==> config.mk <==
export PLATFORM = sky130hd
export DESIGN_NAME = key_press_display
export DESIGN_NICKNAME = d
export VERILOG_FILES = /design/src/rtl/key_press_display_pkg.sv /design/src/rtl/key_press_display_debounce.sv /design/src/rtl/key_press_display.sv
export SDC_FILE = /design/constraint.sdc
export NUM_CORES = 1
export LEC_CHECK = 0
export ABC_AREA = 0
export CAP_MARGIN = 20
export CORE_MARGIN = 5
export CORE_UTILIZATION = 35
export DETAILED_ROUTE_END_ITERATION = 7
export GPL_TIMING_DRIVEN = 0
export HOLD_SLACK_MARGIN = 0.12
export PLACE_DENSITY_LB_ADDON = 0.08
export SLEW_MARGIN = 5
export SYNTH_ARGS = -nofsm -noshare
export SYNTH_HDL_FRONTEND = slang
export SYNTH_SLANG_ARGS = --single-unit
==> constraint.sdc <==
create_clock -name clk -period 1.95 [get_ports clk]
set_input_delay 0.2925 -clock clk [delete_from_list [all_inputs] [get_ports clk]]
set_output_delay 0.2925 -clock clk [all_outputs]
set_load 0.005 [all_outputs]
==> src/rtl/key_press_display_pkg.sv <==
// key_press_display_pkg: shared widths and active-low 7-segment patterns (gfedcba).
package key_press_display_pkg;
    localparam int SEG_W = 7;
    localparam int CNT_W = 4;
    localparam int DBC_W = 24;
    localparam logic [SEG_W-1:0] SEG_BLANK = 7'h7F;
    localparam logic [SEG_W-1:0] SEG_TABLE [16] = '{
        7'h40, 7'h79, 7'h24, 7'h30, 7'h19, 7'h12, 7'h02, 7'h78,
        7'h00, 7'h10, 7'h08, 7'h03, 7'h46, 7'h21, 7'h06, 7'h0E
    };
endpackage

==> src/rtl/key_press_display_debounce.sv <==
// key_debounce: 2-FF synchroniser, debounce filter and one-cycle press pulse.
module key_debounce
    import key_press_display_pkg::*;
#(
    parameter int DEBOUNCE_CYCLES = 1_000_000
) (
    input  logic clk,
    input  logic rst,
    input  logic key_in,
    output logic key_pulse
);
    logic             sync_q, key_s_q;
    logic             stable_q, stable_d;
    logic             pulse_q, pulse_d;
    logic [DBC_W-1:0] cnt_q, cnt_d;
    logic             done;
    always_comb begin
        done     = (key_s_q != stable_q) && (cnt_q == DBC_W'(DEBOUNCE_CYCLES - 1));
        cnt_d    = (key_s_q == stable_q || done) ? '0 : cnt_q + 1'b1;
        stable_d = done ? key_s_q : stable_q;
        pulse_d  = done && key_s_q;
    end
    always_ff @(posedge clk) begin
        if (rst) begin
            sync_q   <= 1'b0;
            key_s_q  <= 1'b0;
            stable_q <= 1'b0;
            cnt_q    <= '0;
            pulse_q  <= 1'b0;
        end else begin
            sync_q   <= key_in;
            key_s_q  <= sync_q;
            stable_q <= stable_d;
            cnt_q    <= cnt_d;
            pulse_q  <= pulse_d;
        end
    end
    assign key_pulse = pulse_q;
endmodule

==> src/rtl/key_press_display.sv <==
// key_press_display: debounced key-press counter driving one 7-segment digit.
// Define SEG_ACTIVE_HIGH_EN for active-high (common-cathode) seg and dig_sel.
module key_press_display
    import key_press_display_pkg::*;
#(
    parameter int DEBOUNCE_CYCLES = 1_000_000,
    parameter int COUNT_MAX       = 9
) (
    input  logic             clk,
    input  logic             rst,
    input  logic             key_in,
    output logic             key_pulse,
    output logic [CNT_W-1:0] count,
    output logic [SEG_W-1:0] seg,
    output logic             dig_sel
);
`ifdef SEG_ACTIVE_HIGH_EN
    localparam logic POL = 1'b1;
`else
    localparam logic POL = 1'b0;
`endif
    logic             pulse;
    logic [CNT_W-1:0] count_q, count_d;
    logic [SEG_W-1:0] seg_q, seg_d;
    logic             dig_sel_q;
    key_debounce #(.DEBOUNCE_CYCLES(DEBOUNCE_CYCLES)) u_debounce (
        .clk       (clk),
        .rst       (rst),
        .key_in    (key_in),
        .key_pulse (pulse)
    );
    always_comb begin
        count_d = !pulse ? count_q : (count_q == CNT_W'(COUNT_MAX)) ? '0 : count_q + 1'b1;
        seg_d   = SEG_TABLE[count_q] ^ {SEG_W{POL}};
    end
    // seg follows count with one register stage; polarity is folded in by XOR.
    always_ff @(posedge clk) begin
        if (rst) begin
            count_q   <= '0;
            seg_q     <= SEG_BLANK ^ {SEG_W{POL}};
            dig_sel_q <= !POL;
        end else begin
            count_q   <= count_d;
            seg_q     <= seg_d;
            dig_sel_q <= POL;
        end
    end
    assign key_pulse = pulse;
    assign count     = count_q;
    assign seg       = seg_q;
    assign dig_sel   = dig_sel_q;
endmodule

# Word level (Yosys, flattened, before mapping)
# Memories as Yosys holds them, arrays and structs flattened. A register that Yosys moved wholly into a read port is not among the register bits.
# Cells that the tools add are included.
word_totals:
  ff_bits: 33
  rom_bits: 112
  inputBits: 3
  output_inout_bits: 13
  elab_cells: 21
  memories: 1
op_classes:
  add_sub_neg: 2
  eq_ne: 4
  mux: 2
  n_bitwise: 1
  reduce_logical: 4
memory_table:
  columns: ["memory", "words", "width", "read_ports", "rd_ports_with_merged_regs", "write_ports", "line", "rtl"]
  rows:
  - ["(no name shown)", 16, 7, 1, 1, 0, "key_press_display.sv:34", "seg_d = SEG_TABLE[count_q] ^ {SEG_W{POL}};"]
op_table:
  columns: ["op", "count"]
  rows:
  - ["24-bit by 1-bit adder with 24-bit output (second input constant)", 1]
  - ["24-bit by 20-bit == test with 1-bit output (second input constant)", 1]
  - ["4-bit NOT with 5-bit output", 1]
  - ["4-bit by 1-bit adder with 4-bit output (second input constant)", 1]
  - ["4-bit == test (second input constant)", 1]
  - ["4-bit 2-to-1 mux", 1]
  - ["1-bit logical AND", 2]
  - ["2-bit OR reduction", 1]
  - ["1-bit == test", 1]
  - ["1-bit logical OR", 1]
  - ["1-bit 2-to-1 mux", 1]
  - ["1-bit inequality test", 1]

# Longest topological paths before layout
# Gate-level depths: netlist of run 1.
logic_depth:
  ltp_word: 4
  ltp_mapped: 6
  mapped_depth_nobuf: 5

# Modules after synthesis
# From an unflattened synthesis of run 1, not the netlist that was laid out.
unflattened:
  cells_unflattened: 207
  area_unflattened_um2: 1873.0
by_module_without_submodules:
  columns: ["module", "instances", "cells_each", "area_each_um2", "seq_area_each_um2"]
  rows:
  - ["key_debounce", 1, 142, 1252.5, 560.5]
  - ["key_press_display", 1, 65, 620.6, 240.2]

# Least setup slack after synthesis of run 1
# OpenSTA, ideal clock, no wires.
synth_timing:
  path_kind: "register -> register"
  start: "register u_debounce.cnt_q[0]"
  end: "register u_debounce.cnt_q[22]"
  setup_ps: 70
  arrival_time_ps: 1744
  t_required_ps: 1880
  setup_slack_ps: 135
  stages_incl_launch_ff: 6
  n_path_buf: 0
  synth_period_minus_slack_ps: 1815
  cell_sequence: "dfxtp_1 ha_1 nand2_1 or4_4 or4_1 a21oi_1"
synth_via:
  elab_chain_len: 4
  word_cells_on_any_way: 5
  classes_between: "add/sub (1); eq/ne (1); reduce/logical (3)"
synth_rtl:
  columns: ["element", "line", "rtl"]
  rows:
  - ["start, declared", "key_press_display_debounce.sv:15", "logic [DBC_W-1:0] cnt_q, cnt_d;"]
  - ["start signal, assigned", "key_press_display_debounce.sv:34", "cnt_q <= cnt_d;"]
  - ["parallel branches: the longest is 4 deep, another holds 24-bit by 1-bit adder with 24-bit output", null, null]
# Parallel ways; which one is timed is not known.
# A chain may end at the register's enable or synchronous reset.

# Final worst setup path of run 1
layout_timing:
  start: "register u_debounce.cnt_q[4]"
  end: "register u_debounce.cnt_q[13]"
# Same word-level chain as after synthesis.

==> run summary, run 1 <==
The number of unique standard cell types used by synthesis is 35. The length of the first detailed-routing pass in iterations came out at 4. The TritonCTS clock tree is yes.

The total I/O pin count is 16. The source-to-sink clock delay at the later pin of the worst-skew pair is 0.29 ns. In this run the tightest slew margin relative to its limit is 70.17%. The max-slew violation count came to 0. The first global-routing pass estimated 6555 um of wire.

The worst hold path belongs to the class reg -> reg. In the layout the commonest cells are 35 x sky130_fd_sc_hd__dfxtp_1, 21 x sky130_fd_sc_hd__nor2_1, 17 x sky130_fd_sc_hd__a21oi_1. The number of buffer cells added on primary ports came out at 15. The critical path goes through nand3_2, or4_4, buf_4, or3_1, a21oi_1.

The core area came out at 5107 um^2. The number of CTS-inserted buffers is 5. The portion of synthesized area spent on multiplexers is 0.5468%.

The max-capacitance violation count is 0. The post-route antenna net violation count came out at 0. The cell at the slowest stage of the critical path is sky130_fd_sc_hd__or4_4. The total number of clock tree sinks is 40. The area occupied by multi-input gates came out at 968.4 um^2. The cell family contributing the most delay on the critical path is simple AND/OR/NAND/NOR gates. The vias per cell is 5.026. The number of rows in the core area came out at 26.

Setup repair after global routing left no endpoint under its margin. The number of register bits inferred by synthesis is 40. The leading cell type in the layout, fill and taps excluded is sky130_fd_sc_hd__dfxtp_1. After Yosys synthesis, full adders, half adders and majority gates account for 4.785% of the synthesized area.

The flow ran to the end, and the final reports show no timing, DRC or antenna violations. The clock-pin slew on the worst setup and hold paths came out at 0.09 ns. The fmax came out at 546.5 MHz. The net count after synthesis came out at 222. At the worst endpoint, the required time is 2.18 ns. For this run, design rule violations remaining after detail routing come to 0. The number of flops mapped to enable cells by yosys came out at 0.

STA classifies the critical path startpoint as a register. 0 antenna diodes ended up in the layout. The number of setup violations in the final report is 0. The die outline area is 6777 um^2. For this configuration, the core starts out at a cell density of 35.84%. The maximum VDD drop came out at 399.0 uV. The number of buffers between clock root and the deepest sink is 2.

The slew of the pin with the lowest slew margin is 0.4475 ns. For this run, the slowest stage of the critical path takes 0.59 ns. The fill cell total of the finished layout is 537.

The storage element area is 807.0 um^2. After clock tree synthesis, the flow added hold-fix buffers numbering 0. The largest fanout on the critical path is 10. The standby leakage power is 0.6896 nW.

Entering global routing, the biggest net connects 15 pins. The overall power of the completed layout is 0.001568 W. Summed over all layers, the routed wires come to 3865 um. Dividing the final minimum period by the clock period gives 93.83%. After layout, the worst setup slack is 0.1203 ns. The worst setup path is captured at a register. After synthesis, the largest family of logic cells by area is simple AND/OR/NAND/NOR gates. Cells with a size suffix above 1 make up 10.21% of the layout.

The count of buffers added by post-CTS timing repair for setup is 0. Counting flops with an async set or reset pin after synthesis yields a share of 0%. Clock tree synthesis selected as its root buffer the cell sky130_fd_sc_hd__clkbuf_8. The critical path is of the reg -> reg type. The count of synthesis-stage warnings from yosys is 0.

The number of hold violations in the final report came out at 0. The compound-cell area share of the yosys netlist is 15.86%. The most frequently used flop master after synthesis is sky130_fd_sc_hd__dfxtp_1.

The smallest clock period supported by the final layout is computed as 1.830 ns. The synthesized area per cell came out at 8.634 um^2. The total via count after detailed routing came out at 1,533. The synthesized area came out at 1831 um^2. The setup clock skew after layout is 0.01032 ns.

The overall overflow remaining after global route came out at 0. After legalization and detailed placement, the total HPWL measured 2730 um. The count of buffering cells on the critical path with inverters included came out at 1. In this run the number of H-tree levels came out at 2. The initial antenna violation count is 0. The routability congestion estimate from global placement came out at 0.7385.

The global-route usage over all layers is 12.47%. Sequential elements use 43.75% of the synthesized area. In this run the horizontal extent of the chip is 82.32 um. The synthesized netlist cell count came out at 212.

Dividing the detail-routed wire length by the instance count gives 12.67 um. The total power density per cell area came out at 708.2 nW/um^2. The via count of the first global-routing pass is 1,454. The count of routing violations after the opening detailed-route iteration came out at 27. The arrival time reported for the critical path endpoint is 2.06 ns. The number of nets at the end of the flow is 244. From synthesis to final layout, the design area changed by 20.98%. In this run the vertical extent of the chip is 82.32 um. The simple-gate portion of the synthesized area came out at 25.29%. OpenSTA, run right after detailed placement, puts the worst setup slack at -0.2202 ns. The synthesized-area fraction occupied by xor and xnor cells came out at 5.263%.
[sequential cells by signal (all words and copies together), names as in the netlist]
register,count
u_debounce.sync_q,1
u_debounce.cnt_q,24
u_debounce.stable_q,1
seg,7
dig_sel,1
count,4
u_debounce.key_s_q,1
u_debounce.key_pulse,1
[cells in the mapped netlist, types with 3 or more instances]
library cell	instances	area share (%)
sky130_fd_sc_hd__dfxtp_1	40	44
sky130_fd_sc_hd__nor2_1	21	4.3
sky130_fd_sc_hd__ha_1	7	4.8
sky130_fd_sc_hd__nor2b_1	5	1.7
sky130_fd_sc_hd__inv_1	10	2.1
sky130_fd_sc_hd__clkbuf_1	7	1.4
sky130_fd_sc_hd__a21oi_1	18	4.9
sky130_fd_sc_hd__o31ai_1	5	2.1
sky130_fd_sc_hd__xnor2_1	7	3.3
sky130_fd_sc_hd__nand2_1	10	2.1
sky130_fd_sc_hd__a211o_1	3	1.4
sky130_fd_sc_hd__o21ai_0	15	4.1
sky130_fd_sc_hd__or4_1	5	2.1
sky130_fd_sc_hd__xor2_1	4	1.9
sky130_fd_sc_hd__a31oi_1	3	1.0
sky130_fd_sc_hd__nand2b_1	3	1.0
sky130_fd_sc_hd__nor3_1	4	1.1
sky130_fd_sc_hd__nand4_1	8	2.7
sky130_fd_sc_hd__or3_1	9	3.1
sky130_fd_sc_hd__nand3_1	7	1.9
[cell families (layout without fill, tap and decap cells)]
| family | count (synthesis) | in the layout |
|---|---|---|
| buffers and inverters | 19 | 42 |
| AND/OR/NAND/NOR | 84 | 84 |
| XOR/XNOR | 11 | 11 |
| adder cells (fa/ha/maj) | 7 | 7 |
| AO/OA/AOI/OAI | 50 | 50 |
| multiplexers | 1 | 1 |
| flip-flops | 40 | 40 |
[worst paths after layout]
| kind | start | to | slack, ns | cells after the start |
|---|---|---|---|---|
| max | u_debounce.cnt_q[4] | u_debounce.cnt_q[13] | 0.12 | 5 |
| min | u_debounce.cnt_q[0] | u_debounce.cnt_q[0] | 0.43 | 1 |
| max reg2reg | u_debounce.cnt_q[4] | u_debounce.cnt_q[13] | 0.12 | 5 |
| min reg2reg | u_debounce.cnt_q[0] | u_debounce.cnt_q[0] | 0.43 | 1 |
[cell type report]
cell class | instances | share of cell area [%]
multi-input combinational | 153 | 43.73
sequential | 40 | 36.44
timing repair buffer | 15 | 6.780
tap | 70 | 3.955
clock buffer | 5 | 3.107
clock inverter | 3 | 2.147
buffer | 9 | 2.147
inverter | 10 | 1.695
[report_power, final]
part	switching (W)	total [W]	internal [W]
sequential	0.00000326	0.000830	0.000826
clock	0.000311	0.000697	0.000386
combinational	0.0000183	0.0000418	0.0000235
[per-stage QoR]
step | util [%] | std cells | hold slack, ns | setup TNS (ns) | instance area (um^2)
after global placement | 40.49 | 297 | 0.4361 | -3.521 | 2068
after global routing | 43.36 | 305 | 0.4499 | 0 | 2215
after floorplan | - | 212 | 0.3202 | 0 | 1831
after detailed placement | 40.49 | 297 | 0.4308 | -3.354 | 2068
final | 43.36 | 305 | 0.4311 | 0 | 2215
after CTS | 42.94 | 305 | 0.4578 | 0 | 2193
[repair_timing]
item	CTS	global route
endpoints found under the setup margin	21	15
resized for setup	4	8
pin swaps	0	2
[worst reg2reg max path: stages (launching register included)]
cell and delay, ns:
sky130_fd_sc_hd__dfxtp_1 0.40, sky130_fd_sc_hd__nand3_2 0.14, sky130_fd_sc_hd__or4_4 0.59, sky130_fd_sc_hd__buf_4 0.19, sky130_fd_sc_hd__or3_1 0.30, sky130_fd_sc_hd__a21oi_1 0.15
[layer usage]
metal,vias up,part of all wire (%),global-route usage (%)
met5,-,0,0
met4,0,0.98,3.987
met3,4,2.3,3.254
met2,9,47,20.83
met1,717,50,15.56
li1,803,-,-
Power figures use the tool's default switching activity.
==> run 2, diff against run 1 <==
Settings changed: CORE_UTILIZATION 35 to 50, CTS_CLUSTER_SIZE from default to 10, SYNTH_HIERARCHICAL from default to 1.
==> run 2 against run 1 <==
Count of clock-buffer cells in the layout increased by 1; setup slack got worse by 0.0057 ns; total power decreased by 12%; combinational power increased by 3%; wire length decreased by 6.0%; design area decreased by 0.51%; synthesized cell count decreased by 2.4%; largest cell class unchanged; highest routed layer unchanged.
==> run summary, run 2 <==
The clock-pin slew on the worst setup and hold paths is 0.07 ns. The library cell used most frequently in the layout, excluding fill and tap cells, is sky130_fd_sc_hd__dfxtp_1. The share of the Yosys chip area taken by registers is 42.75%. The congestion estimate from routability-driven global placement came to 0.8144. The cell area after layout came out at 2203 um^2. For this configuration, the core starts out at a cell density of 51.55%. The worst reg-to-reg path cell count is 4.

By startpoint and endpoint, the worst setup path is classified as reg -> reg. The commonest cells after synthesis are 40 x sky130_fd_sc_hd__dfxtp_1, 24 x sky130_fd_sc_hd__nor2_1, 15 x sky130_fd_sc_hd__nand2_1. The internal power is 0.001093 W. The total via count after detailed routing is 1,540. The source-to-sink clock delay at the later pin of the worst-skew pair came out at 0.29 ns. The vias per cell came out at 5.560. The clock drives 40 sinks. The area growth from synthesis to layout came out at 17.64%. The flow ran to the end, and the final reports show no timing, DRC or antenna violations. The share of flip-flops with an asynchronous set or reset after synthesis came out at 0%.

The setup clock skew after layout came out at 0.004115 ns. The floorplan step set the die width to 71.21 um. After the first detailed-routing iteration, the DRC count stood at 75.

The top cell types in the final layout, fill and taps aside, are 35 x sky130_fd_sc_hd__dfxtp_1, 24 x sky130_fd_sc_hd__nor2_1, 15 x sky130_fd_sc_hd__nand2_1, 15 x sky130_fd_sc_hd__clkdlybuf4s50_1, 11 x sky130_fd_sc_hd__xnor2_1. In this run the register-to-register setup slack is 0.11 ns. The largest total area in the synthesized netlist belongs to sky130_fd_sc_hd__dfxtp_1. After synthesis, the cell types taking the most area are sky130_fd_sc_hd__dfxtp_1 43%, sky130_fd_sc_hd__ha_1 5.3%, sky130_fd_sc_hd__xnor2_1 5.1%. The worst setup path is captured at a register.

The TritonCTS clock tree is yes. The max-capacitance violation count is 0. Entering global routing, the biggest net connects 12 pins. The post-route fraction of the period consumed by the critical path is 94.12%.

The portion of synthesized cell area occupied by the leading cell type came out at 42.75%. In this run the critical register-to-register path is captured at u_debounce/cnt_q[23]. The multi-input combinational cells in the finished layout cover a total of 1022 um^2.

The number of antenna diodes came out at 0. The max-slew violation count came out at 0. The number of hold violations in the final report came to 0. Among all flip-flop cells after synthesis, the most frequent one is sky130_fd_sc_hd__dfxtp_1. In this run the clock root is driven by a sky130_fd_sc_hd__clkbuf_8. Of the cells placed in the final design, the portion with a size suffix greater than 1 is 13.97%. At the pin with the least slew margin, the transition time is 0.3831 ns.

More flip-flops sit in one register than any other, and that register is u_debounce/cnt_q. Walking the worst path, the cells encountered are nand4_4, or4b_4, or4_1, a21oi_2. The number of flops mapped to enable cells by yosys is 0.

Summed over all layers, the routed wires come to 3635 um. The number of buffer cells added on primary ports came out at 15. The standby leakage power is 0.7426 nW. The area of placed instances came out at 2083 um^2. The fmax came out at 544.8 MHz. The number of flip-flops under the largest register name is 24.

The net count after synthesis came out at 218. The per-cell routed wire length is 13.12 um. The first-pass GRT wire length came out at 6147 um.

The synthesized area per cell is 9.049 um^2. For this run, the detailed router's first-pass iteration total came to 4. The synthesized netlist cell count came out at 207. The overall overflow remaining after global route is 0. The startpoint identified for the worst hold timing path is u_debounce/cnt_q[0]. The portion of total power attributed to sequential cells is 60.2%.

For hold timing, the worst endpoint is u_debounce/cnt_q[0]. The via count of the first global-routing pass was 1,468. The minimum hold slack came out at 0.4302 ns. The initial antenna violation count came out at 0. The worst hold path belongs to the class reg -> reg. The detailed placer's ending HPWL came out at 2689 um. The data required time at the worst endpoint is 2.18 ns. Along the worst hold path, the cell count comes to 1. The total I/O pin count came out at 16.

The worst register-to-register path begins at u_debounce/cnt_q[3]. The count of synthesis-stage warnings from yosys came out at 6. The largest single stage delay on the critical path is 0.58 ns. Setup violations remaining at the end of the flow were counted as 0. The worst-case IR drop observed on VDD is 372.2 uV. The die outline area came out at 5070 um^2. Setup repair after global routing left no endpoint under its margin.

The number of buffers between clock root and the deepest sink came out at 2. The clock period could shrink to 1.835 ns. The DRC violations left is 0. The largest fanout on the critical path came out at 6.

The fill cell total of the finished layout came out at 316. The switching part of the total power is 20.57%. STA classifies the critical path startpoint as a register. The overall power of the completed layout came out at 0.001377 W.

Among all cell types in the netlist, the one instantiated most often is sky130_fd_sc_hd__dfxtp_1. The total negative setup slack came out at 0 ns. The number of nets at the end of the flow came out at 240. Yosys mapped the design onto 43 distinct sky130hd cell types.

In this run, synthesis produced a sequential element count of 40. The total power density per cell area came out at 624.8 nW/um^2. The post-route antenna net violation count is 0.

The worst relative slew slack is 74.43%. Data on the critical path arrives at its endpoint at 2.06 ns. The number of CTS-inserted buffers is 5. The switching power summed over all nets came out at 0.0002832 W. The number of H-tree branching levels is 2. The core area is 3633 um^2.

The combinational share of power came out at 3.1%. The number of rows in the core area is 22. The global-route usage over all layers came out at 15.10%. The synthesized area came out at 1873 um^2. The count of buffers added by post-CTS timing repair for setup is 0. The storage element area is 809.5 um^2. The share of power burned in the clock network is 36.7%. The floorplan step set the die height to 71.21 um. The slowest stage of the critical path belongs to the cell sky130_fd_sc_hd__or4b_4.
==> run 2: cell types whose count changed after synthesis, sizes merged, moves of 3 or more <==
cell    before  now
nand3        8    5
clkbuf       7    1
buf          2    6
nor2        21   25
o21ai       16   11
nor3         4    7
nand2       10   15
xnor2        7   11
a21oi       18   12
==> run 2: what timing repair did <==
| item | CTS | global route |
|---|---|---|
| endpoints found under the setup margin | 22 | 22 |
| hold buffers | 0 | 0 |
| resized for setup | 5 | 12 |
==> run 2: area by class of cell <==
type | instances | area share [%]
well taps | 48 | 2.726
clock inverters | 1 | 0.2271
flip-flops and latches | 40 | 36.74
inverters | 8 | 1.363
clock buffers | 6 | 3.294
plain buffers | 7 | 2.442
repair buffers | 15 | 6.814
multi-input cells | 152 | 46.39
==> run 2: how the worst max path moves through the flow <==
| stage | start | end | slack (ns) |
|---|---|---|---|
| 6_report | u_debounce/cnt_q[3] | u_debounce/cnt_q[23] | 0.11 |
| 5_1_grt | u_debounce/cnt_q[13] | u_debounce/cnt_q[21] | 0.003 |
| 4_1_cts | u_debounce/cnt_q[0] | u_debounce/cnt_q[20] | 0.02 |
| 3_5_place_dp | u_debounce/cnt_q[0] | u_debounce/cnt_q[21] | -0.15 |
| 3_3_place_gp | u_debounce/cnt_q[0] | u_debounce/cnt_q[11] | -0.10 |
| 2_1_floorplan | u_debounce/cnt_q[4] | u_debounce/cnt_q[17] | 0.15 |
==> run 2: logic make-up after synthesis <==
| logic type | Yosys count | synth area share [%] |
|---|---|---|
| DFF | 40 | 42.75 |
| muxes | 1 | 0.5344 |
| buffers and inverters | 15 | 4.007 |
| and+or+nand+nor | 87 | 25.92 |
| adders and majority gates | 8 | 5.344 |
| AOI/OAI and AO/OA | 41 | 14.43 |
| xor gates and xnor gates | 15 | 7.014 |
==> run 2: worst max-delay path: cells and delay by family (launching register included) <==
| family | cells | cell delay [ns] |
|---|---|---|
| DFF | 1 | 0.39 |
| and+or+nand+nor | 3 | 1.23 |
| AOI/OAI and AO/OA | 1 | 0.15 |
==> run 2: metrics by stage <==
step,setup slack (ns),std cells,util [%]
after floorplan,0.1459,207,-
after global placement,-0.1000,270,57.33
after detailed placement,-0.1486,270,57.33
after CTS,0.02098,277,59.78
after global routing,0.003202,277,60.64
final,0.1146,277,60.64
==> run 2: metal layers <==
layer	GRT usage (%)	wire length [um]	up-vias
li1	-	-	777
met1	16.62	1568	734
met2	25.92	1842	23
met3	4.830	170	6
met4	7.516	54	0
met5	0	0	-
==> run 2: power groups by stage <==
stage | sequential, W | combinational [W] | clock (W)
after global routing | 0.000829 | 0.0000472 | 0.000563
after CTS | 0.000830 | 0.0000434 | 0.000526
after global placement | 0.000849 | 0.0000418 | 0
after detailed placement | 0.000849 | 0.0000424 | 0
after floorplan | 0.000850 | 0.0000165 | 0
final | 0.000829 | 0.0000432 | 0.000505
==> run 3, diff against run 2 <==
--- a/config.mk
+++ b/config.mk
@@ -7,7 +7,7 @@
 export LEC_CHECK = 0
 export ABC_AREA = 0
-export CAP_MARGIN = 20
+export CAP_MARGIN = 5
 export CORE_MARGIN = 5
-export CORE_UTILIZATION = 50
+export CORE_UTILIZATION = 40
 export CTS_CLUSTER_SIZE = 10
 export DETAILED_ROUTE_END_ITERATION = 7
==> constraint.sdc (replaced) <==
create_clock -name clk -period 1.95 [get_ports clk]
set_input_delay 0.585 -clock clk [delete_from_list [all_inputs] [get_ports clk]]
set_output_delay 0.585 -clock clk [all_outputs]
set_load 0.005 [all_outputs]
==> run 3 against run 2 <==
Sequential share of layout area decreased by 0.56 points; cell count increased by 2.5%; clock skew decreased by 0.0011 ns; critical endpoint is now count[0]; design area increased by 1.9%; die area increased by 21%; register-to-register slack got worse by 0.03 ns; critical path depth decreased by 3.
==> run summary, run 3 (synthesis gave the netlist of run 2 again) <==
The fill cell total of the finished layout is 425. The data required time at the worst endpoint came out at 1.36 ns. The number of H-tree branching levels is 2.

The cell at the slowest stage of the critical path is sky130_fd_sc_hd__clkdlybuf4s50_1. The met1 track utilization from global routing is 16.29%. After legalization and detailed placement, the total HPWL measured 2698 um.

The critical path goes through clkdlybuf4s50_1. The initial core utilization is 42.15%. Based on the critical path, the design can be clocked at up to 530.5 MHz. The number of nets at the end of the flow came out at 242. The switching power summed over all nets came out at 0.0002982 W. The first-pass GRT wire length came out at 6341 um. The vias per cell is 5.370. The leading cell type in the layout, fill and taps excluded is sky130_fd_sc_hd__dfxtp_1. The floorplan has 24 rows.

The register with the most flip-flops in the final layout is u_debounce/cnt_q. The critical path is of the reg -> out type. The flow ran to the end, and the final reports show no timing, DRC or antenna violations. The portion of total power attributed to sequential cells came out at 57.7%. The count of buffering cells on the critical path with inverters included came out at 1.

The cell count after placement came out at 274. In this run, the number of DRC markers left after iteration 0 of detailed routing was 76. After detailed routing, the number of remaining DRC violations is 0. The area occupied by multi-input gates is 1021 um^2.

The number of hold violations in the final report is 0. The routability congestion estimate from global placement is 0.8596. In this run the worst hold path is classified as reg -> reg. The max-capacitance violation count came out at 0.

TritonCTS built the clock tree. The analysis attributes to cell leakage a power of 0.7573 nW. The die outline area is 6151 um^2. The clock-pin slew on the worst setup and hold paths came out at 0.08 ns. The library cell used as clock root buffer is sky130_fd_sc_hd__clkbuf_8. The post-route fraction of the period consumed by the critical path came out at 96.67%.

STA puts the critical path data arrival time at 1.30 ns. The overall overflow remaining after global route came out at 0. The clock drives 40 sinks. The via count of the first global-routing pass is 1,410. The final critical path time including I/O delays and setup is 1.885 ns. The slew of the pin with the lowest slew margin is 0.3684 ns. The post-route antenna net violation count came out at 0. In this run the worst path has a maximum fanout of 9. Power spread over the standard cell area amounts to 640.9 nW/um^2. The clock arrives with 0.002970 ns of skew.

The number of setup violations in the final report is 0. The number of antenna diodes came out at 0. The number of buffer cells added on primary ports came out at 15. The share of power burned in the clock network came out at 39.2%. The x dimension of the die is 78.43 um. The total I/O pin count came out at 16.

The max-slew violation count is 0. Setup repair after global routing left no endpoint under its margin. The number of flip-flops under the largest register name came out at 24. The length of the first detailed-routing pass in iterations is 4. Entering global routing, the biggest net connects 13 pins. The share of total power dissipated in combinational logic is 3.1%. The fraction of final layout cells sized beyond drive strength 1 came out at 15.52%. The core area came out at 4444 um^2.

The storage element area came out at 812.0 um^2. The initial antenna violation count came out at 0. Leaving out fill and tap cells, the most frequent cells in the layout are 31 x sky130_fd_sc_hd__dfxtp_1, 24 x sky130_fd_sc_hd__nor2_1, 15 x sky130_fd_sc_hd__nand2_1, 15 x sky130_fd_sc_hd__clkdlybuf4s50_1, 11 x sky130_fd_sc_hd__xnor2_1. The layer flagged by global routing as most heavily used is met2. The final core utilization came out at 50.51%.

The wire length reported by the detailed router came out at 3717 um. The worst setup path is captured at a primary output. The largest single stage delay on the critical path is 0.55 ns. The non-filler instance count after layout is 284. The number of buffers between clock root and the deepest sink came out at 2. After detailed routing, the average wire length per cell comes to 13.09 um. The source-to-sink clock delay at the later pin of the worst-skew pair came out at 0.28 ns. The routing usage on met3 is 3.661%. The worst relative slew slack is 75.09%. The worst setup path is launched from a register. The switching part of the total power came out at 20.73%. The internal power came out at 0.001140 W.

The maximum VDD drop is 320.7 uV. The global-route usage over all layers came out at 12.70%. The die is 78.43 um tall. The met2 global-route usage came out at 20.29%. TritonCTS created 5 clock buffers.

The total via count after detailed routing came out at 1,525. The minimum hold slack is 0.4490 ns. The area growth from synthesis to layout came out at 19.84%. The cell family contributing the most delay on the critical path is buffers and inverters.
[run 3: area by class of cell]
class | count | share of cell area [%]
Buffer | 7 | 2.564
Clock buffer | 7 | 3.846
Clock inverter | 1 | 0.3344
Inverter | 8 | 1.338
Multi-Input combinational cell | 152 | 45.49
Sequential cell | 40 | 36.18
Tap cell | 52 | 2.899
Timing Repair Buffer | 17 | 7.358
[run 3: per-stage QoR]
step	area [um^2]	total power, W	setup TNS, ns	setup WS, ns
2_1_floorplan	1873	0.0008664	0	0.1459
3_3_place_gp	2088	0.0008907	-3.438	-0.2010
3_5_place_dp	2088	0.0008908	-4.035	-0.2357
4_1_cts	2207	0.001459	0	0.01022
5_1_grt	2245	0.001498	0	0.001974
6_report	2245	0.001439	0	0.06489
[run 3: power by group through the flow]
stage                     clock, W  sequential, W  combinational (W)
final                     0.000564       0.000830          0.0000450
after global routing      0.000618       0.000831          0.0000494
after CTS                 0.000586       0.000830          0.0000435
after detailed placement         0       0.000849          0.0000418
after global placement           0       0.000849          0.0000418
after floorplan                  0       0.000850          0.0000165
[run 3: path summary, 6_finish.rpt]
| path | from | endpoint | slack [ns] | depth (start not counted) |
|---|---|---|---|---|
| max | count[0] | count[0] | 0.06 | 1 |
| min | u_debounce/sync_q | u_debounce/key_s_q | 0.45 | 1 |
| max reg2reg | u_debounce/cnt_q[4] | u_debounce/cnt_q[17] | 0.08 | 5 |
| min reg2reg | u_debounce/sync_q | u_debounce/key_s_q | 0.45 | 1 |
[run 3: metal layers]
layer / up-vias / part of all wire, %
met5: - / 0
met4: 0 / 0.62
met3: 2 / 4.1
met2: 22 / 47
met1: 719 / 49
li1: 782 / -
[run 3: repair_timing]
| item | in CTS | in global routing |
|---|---|---|
| resized for setup | 10 | 9 |
| setup endpoints to repair | 23 | 22 |
| pin swaps | 0 | 1 |
| buffers inserted | 0 | 2 |
| hold buffers | 0 | 0 |
| hold endpoints to repair | 0 | 0 |
